--- src/rtl/sha1_digest_store_if.sv ---
// Port-B memory bus between the digest store/verify block and the DPSRAM.
// master: the digest block that drives address/data/write-enable.
// slave: the memory that returns read data.
interface sha1_digest_store_if;
  logic [15:0] port_B_addr;
  logic [31:0] port_B_data_in;
  logic [31:0] port_B_data_out;
  logic        port_B_we;

  modport master (
    output port_B_addr,
    output port_B_data_in,
    output port_B_we,
    input  port_B_data_out
  );

  modport slave (
    input  port_B_addr,
    input  port_B_data_in,
    input  port_B_we,
    output port_B_data_out
  );
endinterface

--- src/rtl/sha1_digest_store.sv ---
// sha1_digest_store: captures a 160-bit SHA-1 digest on start and either
// stores it as five byte-swapped words through DPSRAM port B, or reads five
// words back and compares them, reporting a per-word mismatch mask and a
// match flag.
module sha1_digest_store (
  input  logic                        clk,
  input  logic                        nreset,
  input  logic                        start,
  input  logic                        mode,
  input  logic [159:0]                hash,
  input  logic [31:0]                 dest_addr,
  output logic                        port_B_clk,
  sha1_digest_store_if.master         mem_b,
  output logic                        busy,
  output logic                        done,
  output logic                        match,
  output logic [4:0]                  mismatch_mask
);

  typedef enum logic [1:0] {IDLE, WRITE, RWAIT, RCMP} state_t;

  state_t         state_q, state_d;
  logic [2:0]     idx_q, idx_d;
  logic [159:0]   hash_q, hash_d;
  logic [15:0]    base_q, base_d;
  logic [15:0]    addr_q, addr_d;
  logic [31:0]    wdata_q, wdata_d;
  logic           we_q, we_d;
  logic           done_q, done_d;
  logic           match_q, match_d;
  logic [4:0]     mask_q, mask_d;
  logic [15:0]    start_base;
  logic           unused_addr_bits;

  // Memory is word-aligned inside a 64 KiB window; the rest of dest_addr is ignored.
  assign start_base       = {dest_addr[15:2], 2'b00};
  assign unused_addr_bits = ^{dest_addr[31:16], dest_addr[1:0]};

  // H0 sits in the top 32 bits of the digest.
  function automatic logic [31:0] word_sel(input logic [159:0] h, input logic [2:0] i);
    logic [31:0] w;
    case (i)
      3'd0:    w = h[159:128];
      3'd1:    w = h[127:96];
      3'd2:    w = h[95:64];
      3'd3:    w = h[63:32];
      default: w = h[31:0];
    endcase
    return w;
  endfunction

  // Lowest byte address must hold the first digest byte.
  function automatic logic [31:0] byte_swap(input logic [31:0] w);
    return {w[7:0], w[15:8], w[23:16], w[31:24]};
  endfunction

  // Address of word i; wraps modulo 2^16.
  function automatic logic [15:0] word_addr(input logic [15:0] base, input logic [2:0] i);
    return base + {11'd0, i, 2'b00};
  endfunction

  assign port_B_clk           = clk;
  assign mem_b.port_B_addr    = addr_q;
  assign mem_b.port_B_data_in = wdata_q;
  assign mem_b.port_B_we      = we_q;
  assign busy                 = (state_q != IDLE);
  assign done                 = done_q;
  assign match                = match_q;
  assign mismatch_mask        = mask_q;

  // State and datapath registers; reset clears everything, dropping we at once.
  always_ff @(posedge clk or negedge nreset) begin
    if (!nreset) begin
      state_q <= IDLE;
      idx_q   <= 3'd0;
      hash_q  <= 160'd0;
      base_q  <= 16'd0;
      addr_q  <= 16'd0;
      wdata_q <= 32'd0;
      we_q    <= 1'b0;
      done_q  <= 1'b0;
      match_q <= 1'b0;
      mask_q  <= 5'd0;
    end else begin
      state_q <= state_d;
      idx_q   <= idx_d;
      hash_q  <= hash_d;
      base_q  <= base_d;
      addr_q  <= addr_d;
      wdata_q <= wdata_d;
      we_q    <= we_d;
      done_q  <= done_d;
      match_q <= match_d;
      mask_q  <= mask_d;
    end
  end

  // Next-state and next-output logic for the store/verify sequencer.
  always_comb begin
    state_d = state_q;
    idx_d   = idx_q;
    hash_d  = hash_q;
    base_d  = base_q;
    addr_d  = addr_q;
    wdata_d = wdata_q;
    we_d    = we_q;
    done_d  = done_q;
    match_d = match_q;
    mask_d  = mask_q;

    case (state_q)
      IDLE: begin
        if (start) begin
          hash_d  = hash;
          base_d  = start_base;
          idx_d   = 3'd0;
          done_d  = 1'b0;
          match_d = 1'b0;
          mask_d  = 5'd0;
          addr_d  = start_base;
          if (!mode) begin
            wdata_d = byte_swap(hash[159:128]);
            we_d    = 1'b1;
            state_d = WRITE;
          end else begin
            we_d    = 1'b0;
            state_d = RWAIT;
          end
        end
      end
      WRITE: begin
        if (idx_q != 3'd4) begin
          idx_d   = idx_q + 3'd1;
          addr_d  = word_addr(base_q, idx_d);
          wdata_d = byte_swap(word_sel(hash_q, idx_d));
        end else begin
          we_d    = 1'b0;
          done_d  = 1'b1;
          state_d = IDLE;
        end
      end
      // Read data for the address presented last cycle arrives one edge later.
      RWAIT: begin
        state_d = RCMP;
      end
      RCMP: begin
        if (mem_b.port_B_data_out != byte_swap(word_sel(hash_q, idx_q)))
          mask_d = mask_q | (5'b00001 << idx_q);
        if (idx_q != 3'd4) begin
          idx_d   = idx_q + 3'd1;
          addr_d  = word_addr(base_q, idx_d);
          state_d = RWAIT;
        end else begin
          done_d  = 1'b1;
          match_d = (mask_d == 5'd0);
          state_d = IDLE;
        end
      end
      default: state_d = IDLE;
    endcase
  end

endmodule

--- src/flat_wrapper.sv ---
// flat-port wrapper written by rule: the top's interface ports become plain ports
module sha1_digest_store_flat 
  (clk, nreset, start, mode, hash, dest_addr, port_B_clk, busy, done, match, mismatch_mask, mem_b_port_B_addr, mem_b_port_B_data_in, mem_b_port_B_we, mem_b_port_B_data_out);
  sha1_digest_store_if mem_b_i ();
  input  logic clk;
  input  logic nreset;
  input  logic start;
  input  logic mode;
  input  logic [159:0] hash;
  input  logic [31:0] dest_addr;
  output logic port_B_clk;
  output logic busy;
  output logic done;
  output logic match;
  output logic [4:0] mismatch_mask;
  output wire logic [$bits(mem_b_i.port_B_addr)-1:0] mem_b_port_B_addr;
  output wire logic [$bits(mem_b_i.port_B_data_in)-1:0] mem_b_port_B_data_in;
  output wire logic [$bits(mem_b_i.port_B_we)-1:0] mem_b_port_B_we;
  input wire logic [$bits(mem_b_i.port_B_data_out)-1:0] mem_b_port_B_data_out;
  assign mem_b_port_B_addr = mem_b_i.port_B_addr;
  assign mem_b_port_B_data_in = mem_b_i.port_B_data_in;
  assign mem_b_port_B_we = mem_b_i.port_B_we;
  assign mem_b_i.port_B_data_out = mem_b_port_B_data_out;
  sha1_digest_store u_core (.clk(clk), .nreset(nreset), .start(start), .mode(mode), .hash(hash), .dest_addr(dest_addr), .port_B_clk(port_B_clk), .mem_b(mem_b_i), .busy(busy), .done(done), .match(match), .mismatch_mask(mismatch_mask));
endmodule
--- config.mk ---
export PLATFORM = sky130hd
export DESIGN_NAME = sha1_digest_store_flat
export DESIGN_NICKNAME = d
export VERILOG_FILES = /design/src/rtl/sha1_digest_store_if.sv /design/src/rtl/sha1_digest_store.sv /design/src/flat_wrapper.sv
export SDC_FILE = /design/constraint.sdc
export NUM_CORES = 1
export LEC_CHECK = 0
export BUFFER_PORTS_ARGS = -buffer_cell sky130_fd_sc_hd__buf_2
export CAP_MARGIN = 15
export CELL_PAD_IN_SITES_DETAIL_PLACEMENT = 0
export CELL_PAD_IN_SITES_GLOBAL_PLACEMENT = 1
export CORE_ASPECT_RATIO = 1.25
export CORE_MARGIN = 2
export CORE_UTILIZATION = 43
export DETAILED_ROUTE_END_ITERATION = 10
export GPL_TIMING_DRIVEN = 0
export HOLD_SLACK_MARGIN = 0.15
export PLACE_DENSITY_LB_ADDON = 0.1
export REMOVE_ABC_BUFFERS = 1
export SETUP_SLACK_MARGIN = 0.4
export SYNTH_ARGS = -nofsm -noshare
export SYNTH_HDL_FRONTEND = slang
export SYNTH_SLANG_ARGS = --single-unit
--- constraint.sdc ---
create_clock -name clk -period 5.15 [get_ports clk]
set_clock_uncertainty 0.2 [all_clocks]
set_input_delay 0.2575 -clock clk [delete_from_list [all_inputs] [get_ports clk]]
set_output_delay 0.2575 -clock clk [all_outputs]
set_load 0.05 [all_outputs]
==> key figures <==
Logic synthesis
  – Leading post-synthesis cells by cell area: dfrtp_1, nand2_1, a22oi_1, o21ai_0, clkbuf_1
  – Synth Register Bits: 233
  – Synth warn: 0
  – Syn avg cell area: 8.36 sq um
  – Cells after Synth: 1398
  – Share of Yosys cell area claimed by the top area cell type: 49.9%
  – Post-synth cell types: 44
  – Sequential area share after synthesis: 49.9%
  – Post-synthesis cell area: 11700 sq um
  – Area leader, netlist: dfrtp_1

Timing
  – RSZ-0062 raised after global routing: no
  – Max-slew headroom: 35.8%
  – Hold Slack: ~0.15 ns
  – Final cycle utilization of the critical path: 82.5%
  – Final setup vio count: 0
  – Slew Limit Fails: 0
  – Fin crit period: 4.25 ns
  – Worst Tran Pin Value: 0.962 ns
  – Peak Freq: 235 MHz
  – Final hold vios: 0

Global route
  – Overflow after GRT: 0
  – Initial antenna violation count: 2
  – Vias in the first global route: around 12000
  – Largest net degree at the start of global routing: 107
  – GR Util All Layers: 29.2%
  – First-pass GRT wire length: roughly 65 mm

Detailed routing
  – Via Count: between 10000 and 15000
  – Vias per inst: 5.28
  – First-pass detailed-route iteration total: 5
  – DR WL/cell: 18.4 microns
  – Routed wire length: 42.0 mm
  – DR iter-0 viols: just over 700
  – Final ANT Viol Nets: 0
  – DRC: 0

Final layout
  – Nets: 2155
  – Fillcell total: 2302
  – Synth-to-layout area growth: 49.7%
  – Share of cells above drive strength 1: 18.3%

Placed design
  – Post-DP HPWL: 24.6 mm
  – Final GP Congestion: 0.779
  – Port bufs: 265

Setup path
  – Worst-path maximum fanout: 39
  – Worst path required time: ~5.5 ns
  – CP arrival: between 4 and 5 ns
  – RR Endpoint: u_core.mismatch_mask[4]
  – Worst r2r src: u_core.idx_q[2]
  – Buffers & Inverters on Critical Path: 3
  – Crit end category: flop
  – Slowest stage cell on the critical path: dfrtp_1
  – CP Class: flop to flop
  – Critical Path Max Stage Delay: 0.70 ns
  – Crit path cell chain: buf_16 -> inv_4 -> ha_2 -> buf_12 -> a22oi_1 -> a31oi_1 -> xnor2_1 -> nand4_1 -> nor4_2 -> nand4_2 -> a32o_1
  – Crit path max-delay family: buffers and inverters
  – Startpoint Class: flop
  – FF-to-FF setup slack: 0.90 ns
  – R2R depth: 11

Floorplanning
  – Die X-Extent: 152 microns
  – Die ar.: between 20000 and 30000 sq um
  – FP Rows: 67
  – Io pins: ~290
  – Starting Density: 43.6%
  – Core Area: 26800 sq um
  – Die H: between 150 and 200 microns

Power
  – Clock Power Share: 19.1%
  – Total Power: 10.4 mW
  – Internal Pwr Total: ~5.8 mW
  – Combinational power share: 47.4%
  – Max VDD drop: 0.000545 V
  – Pwr dens: 594 nW/um^2
  – Static Leak: 8.42 nW
  – Sw frac: 44.5%
  – P_sw: 4.63 mW
  – Sequential Power Share: 33.6%

CTS
  – Worst skew pair latency: around 0.65 ns
  – CTS tree: built
  – Worst-path clk slew: 0.06 ns

Worst hold path
  – Worst Hold Class: primary input to flop
  – Worst hold path stage count: 6
  – WHS Endpoint: u_core.match
  – Worst hold start: mem_b_port_B_data_out[19]

Flow run
  – Max_cap viols: 0

Outcome
  – Status: finished clean
[Yosys cell counts]
cell      instances
clkbuf_1         78
o22ai_1           1
nand2b_1          3
a32o_1            5
buf_2             8
a211oi_1          3
conb_1            1
a22oi_2           1
clkbuf_2          1
and2b_1           1
nor2b_1          31
or2_2             2
a21oi_1          12
ha_1             10
nand3_1          36
inv_2             1
xnor2_1          31
nor4_2            4
buf_4             6
xor2_1           13
a22o_1            1
a22oi_1         102
nand2_1         618
a221oi_1         25
nand4_2           1
o21ai_1           7
nor2_1            5
or4_1             1
inv_1             4
or3_1             1
nand4_1           7
and3_1            2
and2_1            6
buf_1             6
a31oi_1          33
mux2i_1           6
and4_1            1
o21a_1            6
fa_1              1
o211ai_1          1
a21o_1            4
o21ai_0          71
dfrtp_1         233
buf_6             8
[power by group through the flow]
stage               logic (mW)  registers (mW)  clock network, mW
finish                    4.93            3.49               1.98
global route              5.41            3.61               2.08
CTS                       4.84            3.50               2.01
detailed placement        4.64            3.52             0.0370
global placement          4.31            3.52             0.0370
floorplan                 2.43            4.01                  0
[timing repair]
action,CTS,global route
setup endpoints to repair,0,24
hold buffers,301,0
setup buffers,0,3
gates resized for setup,0,2
hold endpoints to repair,462,0
[worst reg2reg max path, cell delays in order (launching register included)]
cell and delay (ns):
dfrtp_1 0.70, buf_16 0.32, inv_4 0.46, ha_2 0.50
buf_12 0.27, a22oi_1 0.11, a31oi_1 0.29, xnor2_1 0.16
nand4_1 0.16, nor4_2 0.36, nand4_2 0.28, a32o_1 0.33
[area by class of cell]
cell class	count	area, sq um	share of cell area [%]
Antenna cell	3	7.51	0.0429
Clock buffer	49	903	5.16
Clock inverter	2	10.0	0.0572
Inverter	5	21.3	0.121
Multi-Input combinational cell	1054	5410	30.9
Sequential cell	233	5830	33.3
Tap cell	345	432	2.47
Timing Repair Buffer	592	4890	28.0
[cell usage in the layout (no fill, tap or decap), types with 3 or more instances in the layout]
master,instances
a21o_1,4
nand4_1,7
a211oi_1,3
o21ai_1,7
ha_1,5
xor2_1,13
a21oi_1,11
a31oi_1,33
clkbuf_16,30
dfrtp_1,233
o21ai_0,71
ha_2,5
diode_2,3
a221oi_1,25
buf_12,11
a22oi_1,102
clkbuf_8,8
mux2i_1,6
buf_2,264
buf_8,5
and2_2,3
nand3_1,36
dlygate4sd3_1,301
buf_16,9
nor2b_1,30
buf_4,3
nand2_1,618
inv_1,4
a32o_1,5
o21a_1,6
and2_1,3
xnor2_1,31
nor2_1,4
nor4_2,3
clkbuf_1,10
[worst max-delay path by stage]
stage | startpoint | endpoint | cells past startpoint
global placement | u_core.state_q[0] | u_core.mem_b.port_B_addr[7] | 5
finish | u_core.idx_q[2] | u_core.mismatch_mask[4] | 11
global route | u_core.idx_q[2] | u_core.mismatch_mask[0] | 11
CTS | u_core.idx_q[2] | u_core.mem_b.port_B_data_in[30] | 11
detailed placement | u_core.idx_q[2] | u_core.mem_b.port_B_data_in[30] | 11
floorplan | u_core.state_q[0] | u_core.mem_b.port_B_addr[15] | 5
[flip-flops by register name, summed over array words and instances (netlist names), 2 cells and up]
signal,flops
u_core.hash_q,160
u_core.mem_b.port_B_data_in,32
u_core.base_q,14
u_core.mem_b.port_B_addr,14
u_core.mismatch_mask,5
u_core.idx_q,3
u_core.state_q,2
[logic make-up (layout without fill, tap and decap cells)]
family,after synthesis,in the layout,synth area share [%]
muxes,6,6,0.514
AOI/OAI and AO/OA,272,272,15.6
adders and majority gates,11,11,1.24
DFF,233,233,49.9
other,1,5,0.0321
xor gates and xnor gates,44,44,3.30
and+or+nand+nor,719,719,25.1
buffers and inverters,112,648,4.40
[per-layer routing]
layer	track usage (%)	routed length, microns
met3	6.05	3190
met1	37.2	17100
met5	0	0
met4	10.8	1420
met2	48.9	20300
[through the flow]
step / setup slack [ns] / cell area [sq um] / std cells / TNS, ns / utilization (%)
6_report: 0.903 / 17500 / 2283 / 0 / 65.3
5_1_grt: 0.735 / 17500 / 2282 / 0 / 65.3
4_1_cts: 0.544 / 17400 / 2275 / 0 / 65.0
3_5_place_dp: 0.567 / 13500 / 1924 / 0 / 50.4
3_3_place_gp: -10.98 / 13000 / 1902 / -1451.28 / 48.3
2_1_floorplan: -3.96 / 11200 / 1292 / -339.73 / -
No activity file was read; power rests on OpenSTA's default activity.
